File: config.mk
export PLATFORM = sky130hd
export DESIGN_NAME = pong_game_sequencer
export DESIGN_NICKNAME = d
export VERILOG_FILES = /design/src/rtl/pong_game_sequencer.sv
export SDC_FILE = /design/constraint.sdc
export NUM_CORES = 1
export LEC_CHECK = 0
export CORE_MARGIN = 4
export CORE_UTILIZATION = 40
export DETAILED_ROUTE_END_ITERATION = 6
export GPL_ROUTABILITY_DRIVEN = 0
export HOLD_SLACK_MARGIN = 0.02
export PLACE_DENSITY = 0.64
export SYNTH_ARGS = -nofsm -noshare
export SYNTH_HDL_FRONTEND = slang
export SYNTH_SLANG_ARGS = --single-unit
File: constraint.sdc
create_clock -name clk -period 2 [get_ports clk]
set_input_delay 0.4 -clock clk [delete_from_list [all_inputs] [get_ports clk]]
set_output_delay 0.4 -clock clk [all_outputs]
set_load 0.05 [all_outputs]
File: src/rtl/pong_game_sequencer.sv
// Match-level sequencer for the pong datapath: attract, serve delay, play,
// point pause, game over and pause; owns the scores, serve side and winner.
module pong_game_sequencer #(
  parameter int WIN_SCORE    = 7,
  parameter int SCORE_W      = 3,
  parameter int SERVE_FRAMES = 60,
  parameter int POINT_FRAMES = 30
) (
  input  logic               clk,
  input  logic               rst,
  input  logic               i_frame_tick,
  input  logic               i_start_btn,
  input  logic               i_pause_btn,
  input  logic               i_miss_l,
  input  logic               i_miss_r,
  output logic               o_run,
  output logic               o_serve_req,
  output logic               o_serve_side,
  output logic [SCORE_W-1:0] o_score_l,
  output logic [SCORE_W-1:0] o_score_r,
  output logic               o_winner,
  output logic [2:0]         o_state
);

  typedef enum logic [2:0] {
    ST_ATTRACT = 3'd0,
    ST_SERVE   = 3'd1,
    ST_PLAY    = 3'd2,
    ST_POINT   = 3'd3,
    ST_OVER    = 3'd4,
    ST_PAUSE   = 3'd5
  } state_t;

  localparam logic [SCORE_W-1:0] WIN        = SCORE_W'(WIN_SCORE);
  localparam logic [7:0]         SERVE_LAST = 8'(SERVE_FRAMES - 1);
  localparam logic [7:0]         POINT_LAST = 8'(POINT_FRAMES - 1);

  state_t             r_state;
  state_t             r_saved;
  logic [7:0]         r_fcnt;
  logic               r_run;
  logic               r_serve_req;
  logic               r_serve_side;
  logic [SCORE_W-1:0] r_score_l;
  logic [SCORE_W-1:0] r_score_r;
  logic               r_winner;
  // [0],[1] synchronize; [2] is the previous synchronized level for edge detect
  logic [2:0]         r_start_s;
  logic [2:0]         r_pause_s;

  logic               w_start_edge;
  logic               w_pause_edge;
  logic [SCORE_W-1:0] w_score_l_inc;
  logic [SCORE_W-1:0] w_score_r_inc;

  assign w_start_edge  = r_start_s[1] & ~r_start_s[2];
  assign w_pause_edge  = r_pause_s[1] & ~r_pause_s[2];
  assign w_score_l_inc = r_score_l + SCORE_W'(1);
  assign w_score_r_inc = r_score_r + SCORE_W'(1);

  always_ff @(posedge clk) begin
    if (rst) begin
      r_state      <= ST_ATTRACT;
      r_saved      <= ST_SERVE;
      r_fcnt       <= '0;
      r_run        <= 1'b0;
      r_serve_req  <= 1'b0;
      r_serve_side <= 1'b0;
      r_score_l    <= '0;
      r_score_r    <= '0;
      r_winner     <= 1'b0;
      r_start_s    <= '0;
      r_pause_s    <= '0;
    end else begin
      r_start_s   <= {r_start_s[1:0], i_start_btn};
      r_pause_s   <= {r_pause_s[1:0], i_pause_btn};
      r_serve_req <= 1'b0;
      case (r_state)
        ST_ATTRACT, ST_OVER: begin
          if (w_start_edge) begin
            r_state      <= ST_SERVE;
            r_fcnt       <= '0;
            r_score_l    <= '0;
            r_score_r    <= '0;
            r_serve_side <= 1'b0;
            r_winner     <= 1'b0;
          end else if (i_frame_tick) begin
            r_fcnt <= r_fcnt + 8'd1;
          end
        end
        ST_SERVE: begin
          if (w_pause_edge) begin
            r_saved <= ST_SERVE;
            r_state <= ST_PAUSE;
          end else if (i_frame_tick) begin
            if (r_fcnt == SERVE_LAST) begin
              r_state     <= ST_PLAY;
              r_run       <= 1'b1;
              r_serve_req <= 1'b1;
              r_fcnt      <= '0;
            end else begin
              r_fcnt <= r_fcnt + 8'd1;
            end
          end
        end
        ST_PLAY: begin
          // miss_l wins when both sides report a miss in the same cycle
          if (i_miss_l) begin
            r_score_r    <= w_score_r_inc;
            r_serve_side <= 1'b1;
            r_run        <= 1'b0;
            r_fcnt       <= '0;
            if (w_score_r_inc == WIN) begin
              r_state  <= ST_OVER;
              r_winner <= 1'b1;
            end else begin
              r_state <= ST_POINT;
            end
          end else if (i_miss_r) begin
            r_score_l    <= w_score_l_inc;
            r_serve_side <= 1'b0;
            r_run        <= 1'b0;
            r_fcnt       <= '0;
            if (w_score_l_inc == WIN) begin
              r_state  <= ST_OVER;
              r_winner <= 1'b0;
            end else begin
              r_state <= ST_POINT;
            end
          end else if (w_pause_edge) begin
            r_saved <= ST_PLAY;
            r_state <= ST_PAUSE;
            r_run   <= 1'b0;
          end else if (i_frame_tick) begin
            r_fcnt <= r_fcnt + 8'd1;
          end
        end
        ST_POINT: begin
          if (i_frame_tick) begin
            if (r_fcnt == POINT_LAST) begin
              r_state <= ST_SERVE;
              r_fcnt  <= '0;
            end else begin
              r_fcnt <= r_fcnt + 8'd1;
            end
          end
        end
        ST_PAUSE: begin
          // fcnt is left untouched so the interrupted countdown resumes
          if (w_pause_edge) begin
            r_state <= r_saved;
            r_run   <= (r_saved == ST_PLAY);
          end
        end
        default: begin
          r_state <= ST_ATTRACT;
          r_run   <= 1'b0;
          r_fcnt  <= '0;
        end
      endcase
    end
  end

  assign o_run        = r_run;
  assign o_serve_req  = r_serve_req;
  assign o_serve_side = r_serve_side;
  assign o_score_l    = r_score_l;
  assign o_score_r    = r_score_r;
  assign o_winner     = r_winner;
  assign o_state      = r_state;

endmodule
==> results of run 1 <==
## through the flow
stage	instance area (um2)	total power [uW]
finish	2330	2530
global route	2330	2710
CTS	2320	2540
detailed placement	2230	2050
global placement	2230	2050
floorplan	1780	1560
## power breakdown
group          total [uW]  switching (uW)  internal, uW  leakage [uW]
Sequential            724            86.2           638      0.000236
Clock                 482             243           240     0.0000439
Combinational        1330             731           597      0.000616
## cell type report
cell class | instances | area [um2] | area share, %
flip-flops and latches | 29 | 583 | 25.0
inverters | 6 | 22.5 | 0.966
well taps | 50 | 62.6 | 2.68
clock inverters | 3 | 17.5 | 0.751
repair buffers | 55 | 465 | 20.0
multi-input cells | 168 | 1110 | 47.7
clock buffers | 5 | 68.8 | 2.95
## cell usage in the layout, fill, tap and decap left out, drive strengths merged, types with 2 or more instances in the layout
cell type,Yosys,final
nand3,3,3
nor2b,8,8
dfxtp,29,29
nor3b,3,3
a221oi,4,4
and3,5,5
clkinv,0,2
clkdlybuf4s50,0,16
nand2,22,22
nor2,16,16
o211ai,2,2
nand4b,3,3
nand3b,4,4
nor3,3,3
and2,3,3
mux2i,2,2
and3b,2,2
nand2b,6,6
o21ai,12,12
a21oi,23,23
inv,6,6
clkbuf,6,5
xor2,2,2
ha,6,6
a2bb2oi,2,2
nor4,2,2
a32oi,2,2
a211oi,4,4
or2,2,2
a31oi,3,3
buf,6,39
or3,3,3
## cells by family after synthesis
logic type / Yosys count / synth area share, %
XOR/XNOR: 2 / 0.988
multiplexers: 2 / 1.13
flip-flops: 29 / 32.7
AO/OA/AOI/OAI: 69 / 27.9
adder cells (fa/ha/maj): 6 / 4.23
AND/OR/NAND/NOR: 89 / 28.5
buffers and inverters: 18 / 4.52
## worst max-delay path by stage
stage	from	end	slack, ns	cells past startpoint
floorplan	o_state[2]$_SDFFE_PP0P_	r_fcnt[5]$_SDFFE_PP0P_	0.05	6
global placement	i_miss_l	r_fcnt[4]$_SDFFE_PP0P_	-0.10	6
detailed placement	i_miss_l	r_fcnt[4]$_SDFFE_PP0P_	-0.11	6
CTS	o_score_r[0]$_SDFFE_PP0P_	o_score_r[0]	0.08	1
global route	r_fcnt[0]$_SDFFE_PP0P_	r_fcnt[4]$_SDFFE_PP0P_	0.02	6
finish	o_score_r[0]$_SDFFE_PP0P_	o_score_r[0]	0.1	1
## state kept, by name, summed over array words and instances, names as in the netlist
register and flops:
o_run 1, o_score_l 3, o_score_r 3, o_serve_req 1
o_serve_side 1, o_state 3, o_winner 1, r_fcnt 8
r_pause_s 3, r_saved 2, r_start_s 3
## per-layer routing
metal / up-vias / part of all wire, % / track usage [%]
met1: 833 / 49 / 26.2
met2: 51 / 43 / 27.4
li1: 897 / - / -
met3: 7 / 6.5 / 3.51
met4: 0 / 1.6 / 7.71
met5: - / 0 / 0
## what timing repair did
item	CTS	global route
hold buffers	0	0
setup endpoints to repair	0	1
setup buffers	0	2
==> results.sh, run 1 <==
export IMPL_outcome="finished, final reports clean"
export IMPL_yosysWarnings=0
export IMPL_fin_util_pct=56.3
export IMPL_required_ns=1.60
export IMPL_drv_cap=0
export IMPL_ctsResizeCount=0
export IMPL_ant_nets=0
export IMPL_crit_type="register to output port"
export IMPL_syn_num_nets=228
export IMPL_reg2reg_to="o_state[0]$_SDFFE_PP0P_"
export IMPL_r2r_start="r_fcnt[3]$_SDFFE_PP0P_"
export IMPL_fin_nets=278
export IMPL_die_h_um=74.6
export IMPL_timing_hold_ws_ns=0.442
export IMPL_worstPathCellList="clkdlybuf4s50_1"
export IMPL_critPathBufInv=1
export IMPL_core_area_mm2=0.00414
export IMPL_synth_edff_count=0
export IMPL_critPathMaxStageDelay_ns=0.83
export IMPL_initial_core_util_pct=42.8
export IMPL_cpMaxStageDelayCell="clkdlybuf4s50_1"
export IMPL_finClkSkew_ns=0.00332
export IMPL_worstHoldStart="r_pause_s[0]$_SDFF_PP0_"
export IMPL_dieArea_mm2=0.00556
export IMPL_p_leak_uw=0.000896
export IMPL_dp_cells=306
export IMPL_reg2reg_depth=5
export IMPL_antenna_found_initial=0
export IMPL_dr_pass1_iters=4
export IMPL_dominantRegCellSynth="dfxtp_1"
export IMPL_grt_overflow=0
export IMPL_area_growth_pct=31.5
export IMPL_synth_area_mm2=0.00177
export IMPL_rsz0062_at_grt="false"
export IMPL_worst_r2r_setup_slack_ns=0.16
export IMPL_grt_pass1_vias=1648
export IMPL_post_drt_via_cell_ratio=5.66
export IMPL_worstPathArrival_ns=1.50
export IMPL_yosysTopAreaCellShare_pct=32.7
export IMPL_synth_most_common_cell="dfxtp_1"
export IMPL_min_period_ns=1.90
export IMPL_clk_latency_ns=0.29
export IMPL_grt_pass1_wl_um=7870
export IMPL_track_usage_pct=18.5
export IMPL_syn_mean_instance_area_um2=8.25
export IMPL_pre_cts_slack_ns=-0.113
export IMPL_drc=0
export IMPL_fin_ws_ns=0.0974
export IMPL_p_per_area_mw_per_mm2=1090
export IMPL_ys_seq_area_share_pct=32.7
export IMPL_wl_per_cell_um=14.7
export IMPL_cts_buffers=5
export IMPL_place_port_buffers=19
export IMPL_die_w_um=74.6
export IMPL_hpwl_um=3440
export IMPL_syn_instance_count=215
export IMPL_start_kind="register"
export IMPL_drtIter0Drc=247
export IMPL_slew_violations=0
export IMPL_routed_wl_um=4640
export IMPL_io_pins=20
export IMPL_finalHoldViolCount=0
export IMPL_clkTransAtPathRegs_ns=0.07
export IMPL_tightest_slew_ns=0.503
export IMPL_cts_num_sinks=29
export IMPL_drive_gt1_share_pct=23.3
export IMPL_yosysTopAreaCell="dfxtp_1"
export IMPL_synthTopCellsByArea="dfxtp_1, a21oi_1, nand2_1"
export IMPL_clockBufferDepth=2
export IMPL_hold_path_end="r_pause_s[1]$_SDFF_PP0_"
export IMPL_fin_crit_sh_pct=95.1
export IMPL_fmax_mhz=526
export IMPL_cts_root_buf="clkbuf_8"
export IMPL_hold_class="register to register"
export IMPL_tns_ns=0
export IMPL_antenna_cells=0
export IMPL_min_path_cells=1
export IMPL_critPathCaptureType="output port"
export IMPL_critPathMaxFanout=5
export IMPL_vias=1788
export IMPL_cts_htree_levels=2
export IMPL_fillers=394
export IMPL_ir_drop_mv=0.521
export IMPL_synth_cell_types=58
export IMPL_num_rows=23
export IMPL_synthTopCellsByCount="dfxtp_1, a21oi_1, nand2_1, nor2_1"
export IMPL_cts_tree="built"
export IMPL_grt_max_degree=16
export IMPL_crit_family="buffers and inverters"
export IMPL_synth_seq_cells=29
export IMPL_async_flop_share_pct=0
export IMPL_fin_cells=316
export IMPL_setup_viol=0
export IMPL_maxSlewHeadroom_pct=66.4
Note: power is estimated with default switching activity, not from simulation.
==> run 2, diff against run 1 <==
--- a/config.mk
+++ b/config.mk
@@ -5,12 +5,14 @@
 export SDC_FILE = /design/constraint.sdc
 export NUM_CORES = 1
 export LEC_CHECK = 0
+export ABC_AREA = 1
 export CORE_MARGIN = 4
 export CORE_UTILIZATION = 40
 export DETAILED_ROUTE_END_ITERATION = 6
 export GPL_ROUTABILITY_DRIVEN = 0
 export HOLD_SLACK_MARGIN = 0.02
 export PLACE_DENSITY = 0.64
+export SKIP_CTS_REPAIR_TIMING = 1
 export SYNTH_ARGS = -nofsm -noshare
 export SYNTH_HDL_FRONTEND = slang
 export SYNTH_SLANG_ARGS = --single-unit
==> results.sh, run 2 <==
export IMPL_synth_cell_types=28
export IMPL_die_h_um=73.7
export IMPL_dieArea_mm2=0.00543
export IMPL_initial_core_util_pct=42.2
export IMPL_design_area_mm2=0.00210
export IMPL_p_leak_uw=0.000940
export IMPL_worst_r2r_setup_slack_ns=0.28
export IMPL_placed_cell_area_mm2=0.00202
export IMPL_area_growth_pct=22.0
export IMPL_regMostFlops="r_fcnt"
export IMPL_worstPathCellList="clkdlybuf4s50_1"
export IMPL_critPathMaxStageDelay_ns=0.82
export IMPL_place_port_buffers=19
export IMPL_vias=1669
export IMPL_hpwl_um=3040
export IMPL_antenna_found_initial=0
export IMPL_hold_path_end="r_pause_s[1]$_SDFF_PP0_"
export IMPL_drtIter0Drc=132
export IMPL_synthTopCellsByArea="dfxtp_1, nand2_1, nor2_1"
export IMPL_die_w_um=73.7
export IMPL_yosysTopAreaCellShare_pct=33.7
export IMPL_fin_crit_sh_pct=94.6
export IMPL_syn_instance_count=263
export IMPL_io_pins=20
export IMPL_fin_util_pct=51.5
export IMPL_required_ns=1.60
export IMPL_synth_most_common_cell="nand2_1"
export IMPL_setup_viol=0
export IMPL_final_common_cell="nand2_1"
export IMPL_ys_seq_area_share_pct=33.7
export IMPL_ant_nets=0
export IMPL_ir_drop_mv=0.673
export IMPL_rsz0062_at_grt="false"
export IMPL_synth_seq_cells=29
export IMPL_cts_htree_levels=2
export IMPL_critPathCaptureType="output port"
export IMPL_p_per_area_mw_per_mm2=1070
export IMPL_worstHoldStart="r_pause_s[0]$_SDFF_PP0_"
export IMPL_clk_latency_ns=0.28
export IMPL_crit_family="buffers and inverters"
export IMPL_worstPathArrival_ns=1.49
export IMPL_yosysWarnings=0
export IMPL_synthTopCellsByCount="nand2_1, nor2_1, inv_1, dfxtp_1, nand3_1"
export IMPL_fin_nets=307
export IMPL_fmax_mhz=528
export IMPL_critPathMaxFanout=4
export IMPL_fin_ws_ns=0.108
export IMPL_cts_tree="built"
export IMPL_cts_root_buf="clkbuf_8"
export IMPL_drive_gt1_share_pct=13.9
export IMPL_tightest_slew_ns=0.497
export IMPL_routed_wl_um=3980
export IMPL_grt_overflow=0
export IMPL_cts_num_sinks=29
export IMPL_reg2reg_to="r_fcnt[6]$_SDFFE_PP0P_"
export IMPL_outcome="finished, final reports clean"
export IMPL_post_drt_via_cell_ratio=4.85
export IMPL_start_kind="register"
export IMPL_drc=0
export IMPL_r2r_start="r_fcnt[0]$_SDFFE_PP0P_"
export IMPL_maxSlewHeadroom_pct=66.7
export IMPL_cts_buffers=5
export IMPL_mostFrequentLayoutCells="nand2_1, nor2_1, inv_1"
export IMPL_grt_pass1_vias=1627
export IMPL_clkTransAtPathRegs_ns=0.06
export IMPL_hold_class="register to register"
export IMPL_synth_edff_count=0
export IMPL_syn_num_nets=276
export IMPL_timing_hold_ws_ns=0.401
export IMPL_track_usage_pct=17.0
export IMPL_cpMaxStageDelayCell="clkdlybuf4s50_1"
export IMPL_reg2reg_depth=8
export IMPL_num_rows=23
export IMPL_syn_mean_instance_area_um2=6.56
export IMPL_yosysTopAreaCell="dfxtp_1"
export IMPL_crit_type="register to output port"
export IMPL_antenna_cells=0
export IMPL_min_path_cells=2
export IMPL_wl_per_cell_um=11.6
export IMPL_finClkSkew_ns=0.00378
export IMPL_grt_pass1_wl_um=7090
export IMPL_clockBufferDepth=2
export IMPL_slew_violations=0
export IMPL_pre_cts_slack_ns=-0.0184
export IMPL_core_area_mm2=0.00409
export IMPL_grt_max_degree=14
export IMPL_largest_register_ffs=8
export IMPL_async_flop_share_pct=0
export IMPL_finalHoldViolCount=0
export IMPL_min_period_ns=1.89
export IMPL_synth_area_mm2=0.00172
export IMPL_dr_pass1_iters=4
export IMPL_critPathBufInv=1
export IMPL_drv_cap=0
export IMPL_dominantRegCellSynth="dfxtp_1"
## run 2: changes by cell type after synthesis, moves of 5 or more
| cell | delta |
|---|---|
| a21oi_1 | -5 |
| and3_1 | -5 |
| inv_1 | +28 |
| inv_2 | +5 |
| nand2_1 | +40 |
| nand2b_1 | -6 |
| nand3_1 | +17 |
| nand4_1 | +6 |
| nor2_1 | +19 |
| nor2b_1 | -8 |
| o21ai_0 | +7 |
## run 2: where the power goes
part	internal [uW]	leakage [uW]	switching (uW)
sequential	645	0.000236	76.4
clock	272	0.0000443	219
combinational	351	0.000660	678
total	1270	0.000940	973
## run 2: worst max path at each step
| stage | startpoint | end | slack [ns] | depth (start not counted) |
|---|---|---|---|---|
| floorplan | o_state[2]$_SDFFE_PP0P_ | r_fcnt[5]$_SDFFE_PP0P_ | 0.21 | 10 |
| global placement | i_frame_tick | r_fcnt[5]$_SDFFE_PP0P_ | 0.06 | 10 |
| detailed placement | i_frame_tick | r_fcnt[6]$_SDFFE_PP0P_ | -0.02 | 9 |
| CTS | o_score_l[1]$_SDFFE_PP0P_ | o_score_l[1] | 0.1 | 1 |
| global route | o_state[2]$_SDFFE_PP0P_ | r_fcnt[6]$_SDFFE_PP0P_ | 0.03 | 8 |
| finish | o_score_l[1]$_SDFFE_PP0P_ | o_score_l[1] | 0.11 | 1 |
## run 2: cell type report
class                           instances  area [um2]
Fill cell                             421        1980
Multi-Input combinational cell        192         985
Sequential cell                        29         581
Timing Repair Buffer                   27         243
Inverter                               39         146
Clock buffer                            7        86.3
Tap cell                               50        62.6
## run 2: routing by layer
layer,up-vias,wire (um),global-route usage [%]
li1,895,-,-
met1,725,1920,21.5
met2,43,1800,25.5
met3,6,206,6.84
met4,0,56,7.24
met5,-,0,0
## run 2: kinds of logic after synthesis
group	after synthesis	share of synthesized area (%)
adders and majority gates	6	4.35
DFF	29	33.7
xor gates and xnor gates	2	1.02
and+or+nand+nor	144	39.1
buffers and inverters	42	9.22
AOI/OAI and AO/OA	40	12.6
## run 2: through the flow
step	cells	setup TNS, ns	power, uW
after global placement	337	0	1760
after floorplan	263	0	1470
final	344	0	2240
after global routing	344	0	2420
after CTS	344	0	2260
after detailed placement	337	-0.0184	1760
## run 2: tightest hold or removal path: cells and delay by family (launching register included)
kind          cells  cell delay [ns]
simple gates      1             0.03
flops             1             0.29
buf+inv           1             0.04
==> run 3, diff against run 2 <==
--- a/config.mk
+++ b/config.mk
@@ -6,12 +6,14 @@
 export NUM_CORES = 1
 export LEC_CHECK = 0
 export ABC_AREA = 1
+export CELL_PAD_IN_SITES_DETAIL_PLACEMENT = 0
+export CELL_PAD_IN_SITES_GLOBAL_PLACEMENT = 2
 export CORE_MARGIN = 4
-export CORE_UTILIZATION = 40
+export CORE_UTILIZATION = 30
 export DETAILED_ROUTE_END_ITERATION = 6
 export GPL_ROUTABILITY_DRIVEN = 0
 export HOLD_SLACK_MARGIN = 0.02
-export PLACE_DENSITY = 0.64
+export PLACE_DENSITY = 0.82
 export SKIP_CTS_REPAIR_TIMING = 1
 export SYNTH_ARGS = -nofsm -noshare
 export SYNTH_HDL_FRONTEND = slang
==> results.sh, run 3 (synthesis gave the netlist of run 2 again) <==
export IMPL_outcome="finished, final reports clean"
export IMPL_r2r_start="o_state[2]$_SDFFE_PP0P_"
export IMPL_track_usage_pct=13.1
export IMPL_setup_viol=0
export IMPL_drtIter0Drc=109
export IMPL_cts_tree="built"
export IMPL_antenna_found_initial=0
export IMPL_critPathBufInv=1
export IMPL_critPathMaxFanout=4
export IMPL_slew_violations=0
export IMPL_cts_buffers=5
export IMPL_rsz0062_at_grt="false"
export IMPL_area_growth_pct=24.0
export IMPL_die_h_um=83.8
export IMPL_tns_ns=0
export IMPL_hpwl_um=3360
export IMPL_hold_path_end="r_pause_s[1]$_SDFF_PP0_"
export IMPL_reg2reg_to="r_fcnt[5]$_SDFFE_PP0P_"
export IMPL_cpMaxStageDelayCell="clkdlybuf4s50_1"
export IMPL_clkTransAtPathRegs_ns=0.06
export IMPL_maxSlewHeadroom_pct=66.8
export IMPL_worstPathArrival_ns=1.49
export IMPL_worstHoldStart="r_pause_s[0]$_SDFF_PP0_"
export IMPL_io_pins=20
export IMPL_worstPathCellList="clkdlybuf4s50_1"
export IMPL_regMostFlops="r_fcnt"
export IMPL_fmax_mhz=528
export IMPL_start_kind="register"
export IMPL_worst_r2r_setup_slack_ns=0.31
export IMPL_finalHoldViolCount=0
export IMPL_fin_crit_sh_pct=94.6
export IMPL_drv_cap=0
export IMPL_dp_cells=360
export IMPL_vias=1689
export IMPL_final_common_cell="nand2_1"
export IMPL_p_leak_uw=0.000945
export IMPL_drive_gt1_share_pct=14.2
export IMPL_min_period_ns=1.89
export IMPL_crit_type="register to output port"
export IMPL_fillers=636
export IMPL_ir_drop_mv=0.489
export IMPL_fin_nets=308
export IMPL_crit_family="buffers and inverters"
export IMPL_antenna_cells=0
export IMPL_cts_num_sinks=29
export IMPL_routed_wl_um=4270
export IMPL_num_rows=27
export IMPL_cts_root_buf="clkbuf_8"
export IMPL_hold_class="register to register"
export IMPL_critPathMaxStageDelay_ns=0.83
export IMPL_initial_core_util_pct=31.1
export IMPL_mostFrequentLayoutCells="nand2_1, nor2_1, inv_1"
export IMPL_grt_max_degree=13
export IMPL_required_ns=1.60
export IMPL_ant_nets=0
export IMPL_die_w_um=83.8
export IMPL_p_per_area_mw_per_mm2=1050
export IMPL_dr_pass1_iters=5
export IMPL_cts_htree_levels=2
export IMPL_dieArea_mm2=0.00702
export IMPL_finClkSkew_ns=0.00204
export IMPL_grt_pass1_vias=1631
export IMPL_min_path_cells=2
export IMPL_wl_per_cell_um=11.6
export IMPL_drc=0
export IMPL_core_area_mm2=0.00554
export IMPL_grt_pass1_wl_um=7460
export IMPL_place_port_buffers=19
export IMPL_fin_cells=367
export IMPL_clk_latency_ns=0.28
export IMPL_reg2reg_depth=9
export IMPL_timing_hold_ws_ns=0.405
export IMPL_tightest_slew_ns=0.497
export IMPL_grt_overflow=0
export IMPL_largest_register_ffs=8
export IMPL_post_drt_via_cell_ratio=4.60
export IMPL_clockBufferDepth=2
export IMPL_critPathCaptureType="output port"
[run 3: changes by cell type in the layout (fill, tap and decap cells not counted), sizes merged]
cell,delta
buf,+1
[run 3: worst max path at each step]
stage                              to  depth (start not counted)                 startpoint
2_1_floorplan  r_fcnt[5]$_SDFFE_PP0P_                         10    o_state[2]$_SDFFE_PP0P_
3_3_place_gp   r_fcnt[5]$_SDFFE_PP0P_                         10               i_frame_tick
3_5_place_dp   r_fcnt[5]$_SDFFE_PP0P_                         10               i_frame_tick
4_1_cts                  o_score_l[1]                          1  o_score_l[1]$_SDFFE_PP0P_
5_1_grt                  o_score_l[1]                          1  o_score_l[1]$_SDFFE_PP0P_
6_report                 o_score_l[1]                          1  o_score_l[1]$_SDFFE_PP0P_
[run 3: per-stage QoR]
step / area, um2 / utilization, % / power, uW / setup WS [ns]
after floorplan: 1720 / - / 1470 / 0.212
after global placement: 2050 / 37.0 / 1800 / 0.0708
after detailed placement: 2050 / 37.0 / 1780 / 0.0517
after CTS: 2140 / 38.6 / 2290 / 0.0833
after global routing: 2140 / 38.6 / 2440 / 0.0563
final: 2140 / 38.6 / 2250 / 0.108
[run 3: per-layer routing]
metal	wire (um)	up-vias	GRT usage [%]
met4	78	0	5.12
li1	-	900	-
met2	2000	41	21.3
met3	188	6	3.55
met5	0	-	0
met1	2000	742	16.5
[run 3: report_power, final]
part / leakage, uW / internal (uW) / switching, uW / total [uW]
clock: 0.0000443 / 273 / 220 / 492
sequential: 0.000236 / 645 / 75.1 / 720
combinational: 0.000665 / 353 / 688 / 1040
total: 0.000945 / 1270 / 983 / 2250
[run 3: final cells by class]
class	instances	area (um2)	share of cell area, %
clock buffers	7	86.3	4.04
inverters	39	146	6.85
multi-input cells	192	985	46.1
flip-flops and latches	29	581	27.2
well taps	72	90.1	4.21
repair buffers	28	250	11.7
